[src/rtl/tt6581_pkg.sv]
// Shared constants for the voice sequencer: voice count, index/level widths and FSM encodings.
// The mute-skip helper exists only when VOICE_SEQ_MUTE_EN is defined.
package tt6581_pkg;

   localparam int NUM_VOICES = 3;
   localparam int VIDX_W     = 2;
   localparam int ENV_W      = 8;

   localparam logic [1:0] ST_IDLE  = 2'd0;
   localparam logic [1:0] ST_START = 2'd1;
   localparam logic [1:0] ST_WAIT  = 2'd2;
   localparam logic [1:0] ST_DONE  = 2'd3;

`ifdef VOICE_SEQ_MUTE_EN
   // Returns {none_left, index} of the first unmuted voice at or above 'from'.
   function automatic logic [VIDX_W:0] next_unmuted(input logic [NUM_VOICES-1:0] mute,
                                                     input int                    from);
      logic [VIDX_W:0] r;
      r = {1'b1, {VIDX_W{1'b0}}};
      for (int v = NUM_VOICES - 1; v >= 0; v--) begin
         if (v >= from && !mute[v]) r = {1'b0, VIDX_W'(v)};
      end
      return r;
   endfunction
`endif

endpackage

[src/rtl/voice_sequencer.sv]
// Frame sequencer for the shared envelope generator: walks the voices once per sample tick.
// Optional VOICE_SEQ_MUTE_EN adds mute_i; muted voices are skipped and their level slot is zeroed.
//
// state | meaning
// IDLE  | waiting for sample_tick_i
// START | one-cycle start pulse for the current voice
// WAIT  | holding voice/gate until the envelope block reports ready
// DONE  | one-cycle frame_done_o; env_o holds a full frame
module voice_sequencer
   import tt6581_pkg::*;
(
   input  logic                        clk_i,
   input  logic                        rst_i,
   input  logic                        sample_tick_i,
   input  logic [NUM_VOICES-1:0]       gate_i,
`ifdef VOICE_SEQ_MUTE_EN
   input  logic [NUM_VOICES-1:0]       mute_i,
`endif
   input  logic                        clr_overrun_i,
   output logic                        env_start_o,
   output logic [VIDX_W-1:0]           env_voice_o,
   output logic                        env_gate_o,
   input  logic                        env_ready_i,
   input  logic [ENV_W-1:0]            env_raw_i,
   output logic [ENV_W*NUM_VOICES-1:0] env_o,
   output logic                        frame_done_o,
   output logic                        busy_o,
   output logic                        overrun_o
);

   logic [1:0]                  state_q, state_d;
   logic [VIDX_W-1:0]           voice_q, voice_d;
   logic [NUM_VOICES-1:0]       gate_q, gate_d;
   logic [ENV_W*NUM_VOICES-1:0] env_q, env_d;
   logic                        overrun_q, overrun_d;
`ifdef VOICE_SEQ_MUTE_EN
   logic [NUM_VOICES-1:0]       mute_q, mute_d;
   logic [VIDX_W:0]             nxt_first, nxt_after;
`endif

   always_comb begin
      state_d = state_q;
      voice_d = voice_q;
      gate_d  = gate_q;
      env_d   = env_q;
`ifdef VOICE_SEQ_MUTE_EN
      mute_d    = mute_q;
      nxt_first = next_unmuted(mute_i, 0);
      nxt_after = next_unmuted(mute_q, int'(voice_q) + 1);
`endif
      unique case (state_q)
         ST_IDLE: begin
            if (sample_tick_i) begin
               gate_d  = gate_i;
               voice_d = '0;
`ifdef VOICE_SEQ_MUTE_EN
               mute_d = mute_i;
               for (int v = 0; v < NUM_VOICES; v++) begin
                  if (mute_i[v]) env_d[v*ENV_W +: ENV_W] = '0;
               end
               if (nxt_first[VIDX_W]) begin
                  state_d = ST_DONE;
               end else begin
                  voice_d = nxt_first[VIDX_W-1:0];
                  state_d = ST_START;
               end
`else
               state_d = ST_START;
`endif
            end
         end
         ST_START: state_d = ST_WAIT;
         ST_WAIT: begin
            if (env_ready_i) begin
               env_d[int'(voice_q)*ENV_W +: ENV_W] = env_raw_i;
`ifdef VOICE_SEQ_MUTE_EN
               if (nxt_after[VIDX_W]) begin
                  state_d = ST_DONE;
               end else begin
                  voice_d = nxt_after[VIDX_W-1:0];
                  state_d = ST_START;
               end
`else
               if (voice_q == VIDX_W'(NUM_VOICES - 1)) begin
                  state_d = ST_DONE;
               end else begin
                  voice_d = voice_q + 1'b1;
                  state_d = ST_START;
               end
`endif
            end
         end
         ST_DONE: state_d = ST_IDLE;
         default: state_d = ST_IDLE;
      endcase

      // A tick landing while busy (DONE included) outranks a simultaneous clear.
      overrun_d = overrun_q;
      if (clr_overrun_i) overrun_d = 1'b0;
      if (sample_tick_i && state_q != ST_IDLE) overrun_d = 1'b1;
   end

   always_ff @(posedge clk_i) begin
      if (rst_i) begin
         state_q   <= ST_IDLE;
         voice_q   <= '0;
         gate_q    <= '0;
         env_q     <= '0;
         overrun_q <= 1'b0;
`ifdef VOICE_SEQ_MUTE_EN
         mute_q    <= '0;
`endif
      end else begin
         state_q   <= state_d;
         voice_q   <= voice_d;
         gate_q    <= gate_d;
         env_q     <= env_d;
         overrun_q <= overrun_d;
`ifdef VOICE_SEQ_MUTE_EN
         mute_q    <= mute_d;
`endif
      end
   end

   assign env_start_o  = (state_q == ST_START);
   assign env_voice_o  = voice_q;
   assign env_gate_o   = gate_q[voice_q];
   assign env_o        = env_q;
   assign frame_done_o = (state_q == ST_DONE);
   assign busy_o       = (state_q != ST_IDLE);
   assign overrun_o    = overrun_q;

endmodule

[config.mk]
export PLATFORM = sky130hd
export DESIGN_NAME = voice_sequencer
export DESIGN_NICKNAME = d
export VERILOG_FILES = /design/src/rtl/tt6581_pkg.sv /design/src/rtl/voice_sequencer.sv
export SDC_FILE = /design/constraint.sdc
export NUM_CORES = 1
export LEC_CHECK = 0
export ABC_AREA = 1
export CAP_MARGIN = 20
export CORE_MARGIN = 5
export CORE_UTILIZATION = 50
export CTS_CLUSTER_DIAMETER = 60
export DETAILED_ROUTE_END_ITERATION = 10
export PLACE_DENSITY = 0.84
export SLEW_MARGIN = 0
export SYNTH_ARGS = -nofsm -noshare
export SYNTH_HDL_FRONTEND = slang
export SYNTH_SLANG_ARGS = --single-unit
[constraint.sdc]
create_clock -name clk_i -period 2.51 [get_ports clk_i]
set_input_delay 0.502 -clock clk_i [delete_from_list [all_inputs] [get_ports clk_i]]
set_output_delay 0.502 -clock clk_i [all_outputs]
set_load 0.05 [all_outputs]
-- Word level (Yosys, flattened, before mapping)
Index checks and enable logic that the tools add are counted.
- logic and storage cells: 39
- input bits: 16
- output and inout port bits: 31
- register bits: 32
- $add $sub $neg: 2
- equal/unequal tests: 7
- muxes and demuxes: 13
- $lt $le $gt $ge: 1
- shift-type cells: 2
- reduce and logical (&&, ||, !) cells: 9
- operators with widths (kind ; number):
    $neg 5->33 ; 1
    $shift 8x33->24 const A ; 1
    $shiftx 8x33->24 ; 1
    $bwmux 24 ; 1
    $mux 2 ; 6
    $pmux 2 s4 ; 1
    $eq 2x2->1 const B ; 3
    $ne 2x2->1 const B ; 3
    $reduce_and 2->1 ; 3
    $reduce_bool 2->1 ; 3
    $pmux 2 s2 ; 1
    $reduce_and 4->1 ; 1
    $lt 2x3->1 const B ; 1
    $mux 1 ; 3
    $add 2x1->2 const B ; 1
    $bmux 1 s2 ; 1
    $eq 2x1->1 const B ; 1
    $logic_not 2->1 ; 1
    $logic_and 1x1->1 ; 1

-- Depth between registers and ports, before layout
Gate-level depths: netlist of the first run.
- depth in word-level cells: 4
- mapped depth: 9
- depth with buffers taken out: 8

-- Least setup slack after synthesis of the first run
OpenSTA, ideal clock, no wires.
- path kind: reg2out
- from: register voice_q[0] (netlist: env_voice_o[0])
- to: output env_gate_o
- stages on the path, launching flop included: 5
- arrival: 2.115 ns
- path buffers: 1
- path slack: -0.107 ns
- required time: 2.008 ns
- cells stage by stage: dfxtp_1 -> inv_1 -> buf_2 -> o21ai_0 -> o21ai_0
- cells in the longest elaborated chain, start to end: 2
- ends and longest elaborated chain (item ; line ; text):
    start: declaration ; voice_sequencer.sv:32 ; logic [VIDX_W-1:0] voice_q, voice_d;
    start signal: assignment ; voice_sequencer.sv:115 ; voice_q <= voice_d;
    $bmux 1 s2 ; voice_sequencer.sv:127 ; assign env_gate_o = gate_q[voice_q];
    $mux 1 (implied by the code) ; voice_sequencer.sv:127 ;
    end: declaration ; voice_sequencer.sv:22 ; output logic env_gate_o,
No other way between the ends. The select of a mux whose other input is x is not followed.

-- Final worst setup path of the first run
- from: register state_q[1]
- to: output busy_o
- cells in the longest elaborated chain, start to end: 1
- ends and longest elaborated chain (item ; line ; text):
    start: declaration ; voice_sequencer.sv:31 ; logic [1:0] state_q, state_d;
    start signal: assignment ; voice_sequencer.sv:114 ; state_q <= state_d;
    $reduce_bool 2->1 ; voice_sequencer.sv:130 ; assign busy_o = (state_q != ST_IDLE);
    end: declaration ; voice_sequencer.sv:27 ; output logic busy_o,
No other way between the ends.

==> results of run 1 <==
state kept, by name, summed over array words and instances (netlist names):
signal,cells
gate_q,3
overrun_o,1
state_q,2
env_voice_o,2
env_o,24
cells by family (layout without fill, tap and decap cells):
group,after synthesis,count (layout),synth area share
fa+ha+maj,5,5,0.0388
simple gates,134,134,0.371
flops,32,32,0.398
compound gates,26,26,0.0807
buf+inv,41,88,0.112
per-stage QoR:
step                      instance area, um^2   util  std cells
after floorplan                          1610      -        238
after global placement                   2080  0.676        321
after detailed placement                 2080  0.676        321
after CTS                                2170  0.707        329
after global routing                     2170  0.707        329
final                                    2170  0.707        329
worst register-to-register path: cells and delay by family (launching register included):
family | cells | cell delay [ns]
adders and majority gates | 1 | 0.33
and+or+nand+nor | 4 | 0.65
DFF | 1 | 0.47
buffers and inverters | 2 | 0.19
AOI/OAI and AO/OA | 1 | 0.21
area by class of cell:
cell class / instances / share of cell area
timing repair buffer: 48 / 0.217
tap: 44 / 0.0253
multi-input combinational: 165 / 0.364
inverter: 32 / 0.0552
clock inverter: 1 / 0.0138
clock buffer: 7 / 0.0299
sequential: 32 / 0.295
routing by layer:
| metal | track usage | share of wire | vias to the layer above | wire [um] |
|---|---|---|---|---|
| li1 | - | - | 831 | - |
| met1 | 0.232 | 0.47 | 669 | 1740 |
| met2 | 0.283 | 0.45 | 53 | 1650 |
| met3 | 0.0607 | 0.069 | 5 | 254 |
| met4 | 0.0508 | 0.013 | 0 | 47 |
| met5 | 0 | 0 | - | 0 |
where the power goes:
part	switching, mW	internal (mW)	total (mW)
clock	0.182	0.264	0.446
combinational	0.211	0.111	0.321
sequential	0.0175	0.527	0.545
synthesized netlist by cell type:
cell / number / area [um^2]
nand2_1: 52 / 195
nor2_1: 44 / 165
dfxtp_1: 32 / 641
inv_1: 31 / 116
o21ai_0: 16 / 80.1
nand3_1: 12 / 60.1
a21oi_1: 10 / 50.1
nand4_1: 9 / 56.3
or2_2: 7 / 43.8
ha_1: 5 / 62.6
or2_0: 4 / 25.0
buf_2: 3 / 15.0
buf_4: 2 / 15.0
buf_6: 2 / 22.5
clkbuf_1: 2 / 7.51
nor2_2: 2 / 12.5
and2_1: 1 / 6.26
inv_2: 1 / 3.75
nand3_4: 1 / 17.5
nor2_4: 1 / 11.3
nor3_1: 1 / 5.00
worst paths after layout:
kind	startpoint	to	slack, ns	cells after the start
worst min register to register	env_o[9]	env_o[9]	0.47	2
worst min-delay path	env_o[9]	env_o[9]	0.47	2
worst max-delay path	state_q[1]	busy_o	0.16	3
worst max register to register	env_voice_o[0]	env_o[15]	0.62	8
==> run metrics, run 1 <==
Max Slew Vio Count 0; FF/Latch Area 641 um^2; largest net degree at the start of global routing 23; Startpoint Class flop; Worst Path Required 2.01 ns; Worst VDD drop 0.458 mV; clock sinks 32; die height 66.8 um; slack of the critical path 0.162 ns; full die area 4460 um^2; #FFs+latches synth 32; Worst-path clk slew 0.10 ns; fin crit period 2.35 ns; antenna viol nets, final 0; CP Class reg -> out; Initial DRT Pass Iterations 4; multi-input logic area 791 um^2; Power Dens Cells 604 nW/um^2; pre-CTS setup slack 0.521 ns; Crit path buffers/inverters 2; Worst path max stage delay 0.80 ns; CP Max Fanout 9; first-pass GRT wire length 6.15 mm; width of the die 66.8 um; number of global-route vias before repair 1,426; setup_tns 0 ns; # hold bufs at CTS 0; routability congestion estimate 0.942; standard-cell row count 20; Fmax achieved 426 MHz; skew final 0.0150 ns; Mean Syn Cell Area 6.77 um^2; status completed; Clock Path Buffers 2; Mapped Cells 238; total setup buffers inserted after CTS 0; CP max stage cell clkdlybuf4s50_1; unrepaired setup endpoints after global routing no; DRT iter0 DRCs 97; Overall Power 1.31 mW; sequential cell area fraction in the yosys report 0.398; routed len/inst 11.2 um; count of different cell masters after synthesis 21; dpl hpwl 2.75 mm; GRT Overall Usage 0.180; CTS tree built; Initial Util 0.524; Core ar. 3080 um^2; antenna cell count 0; area growth from synthesis to layout 34.9%; CTS resizes 0; vias per cell 4.74; leak pwr 0.931 nW; critical path endpoint category output port; proportion of layout cells with a drive suffix above 1 0.0807; GRT overflow 0; commonest non-fill, non-tap cell in the layout nand2_1; Tcrit/Tclk final 0.935; crit path cell chain nor2_1 > inv_1 > clkdlybuf4s50_1; Final Hold Vio Count 0; Arrival @ worst endpoint 1.85 ns; total CTS buffers 5; syn nets 259; drt drc 0; # fillers 292; class of the worst hold path reg -> reg; hold slack 0.470 ns; io pins 47; post-synthesis cell area 1610 um^2; most frequent cells in the layout nand2_1, clkdlybuf4s50_1, nor2_1; number of max-cap violations 0; CP top delay family buffers and inverters; H-tree levels 2; drt total wl 3.69 mm; Port Buffers 46; initial antenna violation count 0; slew of the pin with the lowest slew margin 0.565 ns; worst slew margin relative to its limit 0.623; via count 1,558; worst skew pair latency 0.34 ns; CTS root buf clkbuf_4; final setup fails 0; Ys Warns 0; Final #Nets 305
Power figures use the tool's default switching activity.
==> run 2, diff against run 1 <==
Settings changed: CORE_UTILIZATION 50 to 34, CTS_CLUSTER_SIZE from default to 16, PLACE_DENSITY 0.84 to default.
==> run 2 against run 1 <==
  * Hold slack worse by 0.0054 ns
  * Critical path type unchanged
  * Largest power group unchanged
  * Critical path depth unchanged
  * Sequential power about the same
  * Via count down 0.90%
  * Non-clock buffer count is the same
  * Sequential share of layout area fell by 0.10 points
  * Clock skew shrank 0.011 ns
  * Clock power fell by 11%
  * Final area is 0.34% higher
  * Largest cell class unchanged
==> run metrics, run 2 (synthesis gave the netlist of run 1 again) <==
slack of the critical path 0.207 ns; number of max-cap violations 0; worst reg2reg path startpoint env_voice_o[1]; status completed; initial antenna violation count 0; vias per cell 4.55; CP top delay family buffers and inverters; Max Slew Vio Count 0; largest net degree at the start of global routing 23; unrepaired setup endpoints after global routing no; proportion of layout cells with a drive suffix above 1 0.0737; CTS tree built; dpl hpwl 2.89 mm; max reg flops 24; total setup buffers inserted after CTS 0; clock sinks 32; Worst R2R Setup Slack 0.68 ns; Overall Power 1.26 mW; worst skew pair latency 0.28 ns; CP max stage cell clkdlybuf4s50_1; multi-input logic area 791 um^2; number of global-route vias before repair 1,451; final setup fails 0; drt total wl 3.88 mm; Worst-path clk slew 0.06 ns; routed len/inst 11.5 um; crit path cell chain nor2_1 > inv_1 > clkdlybuf4s50_1; crit path capture busy_o; FF/Latch Area 641 um^2; most frequent cells in the layout nand2_1, clkdlybuf4s50_1, nor2_1; CP Class reg -> out; Final #Nets 305; GRT overflow 0; standard-cell row count 25; worst setup path start state_q[1]; Worst Path Required 2.01 ns; worst reg2reg endpoint env_o[14]; CTS root buf clkbuf_8; first-pass GRT wire length 6.59 mm; Arrival @ worst endpoint 1.80 ns; via count 1,544; width of the die 78.8 um; die height 78.8 um; commonest non-fill, non-tap cell in the layout nand2_1; Area after DPL 2090 um^2; antenna viol nets, final 0; slew of the pin with the lowest slew margin 0.611 ns; # fillers 514; pre-CTS setup slack 0.517 ns; critical path endpoint category output port; class of the worst hold path reg -> reg; antenna cell count 0; Port Buffers 46; setup_tns 0 ns; min-delay src env_o[9]; Initial Util 0.346; H-tree levels 2; CTS resizes 0; Clock Path Buffers 2; area growth from synthesis to layout 35.4%; cell count of the worst reg-to-reg path 8; Startpoint Class flop; CP Max Fanout 9; drt drc 0; Initial DRT Pass Iterations 5; worst slew margin relative to its limit 0.592; full die area 6220 um^2; leak pwr 0.925 nW; DRT iter0 DRCs 95; io pins 47; total CTS buffers 5; Worst VDD drop 0.274 mV; Crit path buffers/inverters 2; Power Dens Cells 579 nW/um^2; Worst path max stage delay 0.81 ns; Final Hold Vio Count 0; routability congestion estimate 0.839; WP depth 3; # hold bufs at CTS 0; GRT Overall Usage 0.134; Fmax achieved 434 MHz; fin crit period 2.30 ns; final instance area 2180 um^2; Core ar. 4660 um^2; skew final 0.00382 ns; Tcrit/Tclk final 0.917
-- run 2: area by class of cell --
type                       instances  share of cell area
sequential                        32               0.294
tap                               54              0.0310
timing repair buffer              48               0.217
clock buffer                       8              0.0413
multi-input combinational        165               0.362
inverter                          32              0.0550
-- run 2: worst min path at each step --
stage / to / slack [ns] / cells after the start
after floorplan: gate_q[1] / 0.47 / 2
after global placement: overrun_o / 0.46 / 2
after detailed placement: env_o[9] / 0.46 / 2
after CTS: env_o[9] / 0.47 / 2
after global routing: env_o[23] / 0.49 / 2
final: env_o[9] / 0.46 / 2
-- run 2: power breakdown --
part	leakage, nW	switching (mW)	internal [mW]
logic	0.620	0.209	0.110
registers	0.260	0.0185	0.528
clock network	0.0455	0.174	0.223
-- run 2: worst reg2reg max path, stage by stage, from the launching register on --
cell	delay, ns
dfxtp_1	0.41
inv_1	0.14
ha_1	0.34
inv_1	0.08
nor2_1	0.24
nand2_1	0.19
o21ai_0	0.20
nand2_1	0.07
nor2_1	0.11
-- run 2: per-layer routing --
layer,track usage,part of all wire,vias up
met5,0,0,-
met4,0.0670,0.015,0
met3,0.0317,0.045,6
met2,0.216,0.44,37
met1,0.168,0.50,673
li1,-,-,828
-- run 2: metrics by stage --
stage	util	hold slack, ns	instances
final	0.468	0.465	339
after detailed placement	0.449	0.459	331
after floorplan	-	0.472	238
after global routing	0.468	0.486	339
after CTS	0.468	0.468	339
after global placement	0.449	0.459	331
==> RTL change, RTL diff (config.mk and constraints of run 1) <==
Make the reset (`rst_i`) asynchronous in one clocked block.
--- a/src/rtl/voice_sequencer.sv
+++ b/src/rtl/voice_sequencer.sv
@@ -100,7 +100,7 @@
       if (sample_tick_i && state_q != ST_IDLE) overrun_d = 1'b1;
    end
 
-   always_ff @(posedge clk_i) begin
+   always_ff @(posedge clk_i or posedge rst_i) begin
       if (rst_i) begin
          state_q   <= ST_IDLE;
          voice_q   <= '0;
Behaviour: differs if rst_i is asserted again (counterexample within 4 cycles, from zero or initial values and one cycle with rst_i high); with rst_i held inactive, the same outputs for 10 cycles.
==> RTL change against run 1 <==
  * Area after synthesis decreased by 5.6%
  * Critical path depth unchanged
  * Setup slack improved by 0.075 ns
  * Synthesized cell count decreased by 21%
  * Final area decreased by 5.5%
  * Via count shrank 14%
  * Wire length decreased by 11%
  * Sequential cell count stayed put
Power is not compared: it rests on default switching activity, and its combinational part moved more than twofold at a synthesized area within 25%.
==> RTL change: results (changes against run 1) <==
| Metric | Value |
|---|---|
| Buffers excl. clock | 47 (-2.1%) |
| Post-synthesis net count | 208 (-20%) |
| RePlAce Congestion | 0.858 (-8.9%) |
| Sequential element share of the synthesized area | 0.526 (+0.129) |
| Synth top cells by count | nand2_1 (53), dfrtp_1 (32), nand3_1 (32) |
| Area of placed instances | 2010 um2 (-3.5%) |
| Vias in the first global route | 1211 (-15%) |
| Initial DRC Count | 97 (unchanged) |
| Register area | 801 um2 (+25%) |
| Synth warnings | 0 (unchanged) |
| Layout filler cell count | 248 (-15%) |
| Non-clock buffer share | 0.228 (+0.0103) |
| Clk cell area share | 0.0225 (-0.0212) |
| Synth Flop Type | dfrtp_1 |
| Vias per inst | 4.96 (+4.8%) |
| #MultiIn Comb | 131 (-21%) |
| Gr usage total | 0.170 (-0.00929) |
| HPWL Detailed | 2570 um (-6.6%) |
| Largest net degree at the start of global routing | 33 (+43%) |
| First-pass GRT wire length | 5530 um (-10%) |
| Synth async-reset ratio | 1.00 (+1.00) |
| Fraction of area in multi-input gates | 0.303 (-0.0603) |
| Invs w/o clock | 20 (-38%) |
| Routed len/inst | 12.2 um (+8.8%) |
| Layout cells sized above 1 | 0.0633 (-0.0174) |
| CP max FO | 10 (+1) |
| Clkbuf count | 6 (-1) |
| DRT Wirelength | 3300 um (-11%) |
| Clock skew | 0.0102 ns (-0.00477 ns) |
| Total number of H-tree levels | 2 (unchanged) |
| Antenna Cells | 0 (unchanged) |
| Status | finished, final reports clean |
| Synth Area in Compound Gates | 0.0641 (-0.0166) |
| Clk slew on worst S/H paths | 0.08 ns (-0.02 ns) |
| Syn Inst Count | 187 (-21%) |
| Slew headroom | 0.661 (+0.0386) |
| Critical path arrival | 1.77 ns (-0.08 ns) |
| Place WS | 0.456 ns (-0.0645 ns) |
| Synth area leaders | dfrtp_1 (53%), nand2_1 (13%), nand3_1 (11%), inv_1 (4.4%), ha_1 (4.1%) |
| Synth unique cells | 15 (-29%) |
| Post-layout net count | 258 (-15%) |
| Post-Synth Adder-Cell Area | 0.0411 (+0.00230) |
## RTL change: worst paths after layout
path                           startpoint              to  slack (ns)  cells after the start
max                            state_q[1]    frame_done_o        0.24                      3
min                             gate_q[0]       gate_q[0]        0.48                      2
max reg2reg                env_voice_o[0]       env_o[20]        0.73                      6
min reg2reg                     gate_q[0]       gate_q[0]        0.48                      2
max in group asynchronous           rst_i  env_voice_o[0]        1.68                      3
min in group asynchronous           rst_i        env_o[6]        0.54                      3
## RTL change: layer usage
metal | vias to the layer above | global-route usage | routed length (um)
met5 | - | 0 | 0
met4 | 0 | 0.0622 | 60
li1 | 695 | - | -
met1 | 602 | 0.218 | 1540
met3 | 6 | 0.0564 | 184
met2 | 37 | 0.269 | 1510
## RTL change: critical path, stage by stage, from the launching register on
cell and delay [ns]:
dfrtp_1 0.51, nand2_1 0.08, inv_1 0.06, clkdlybuf4s50_1 0.80
## RTL change: where the power goes
group	internal (mW)	switching (mW)
Clock	0.103	0.157
Combinational	0.364	0.817
Sequential	0.617	0.0909
Total	1.08	1.07
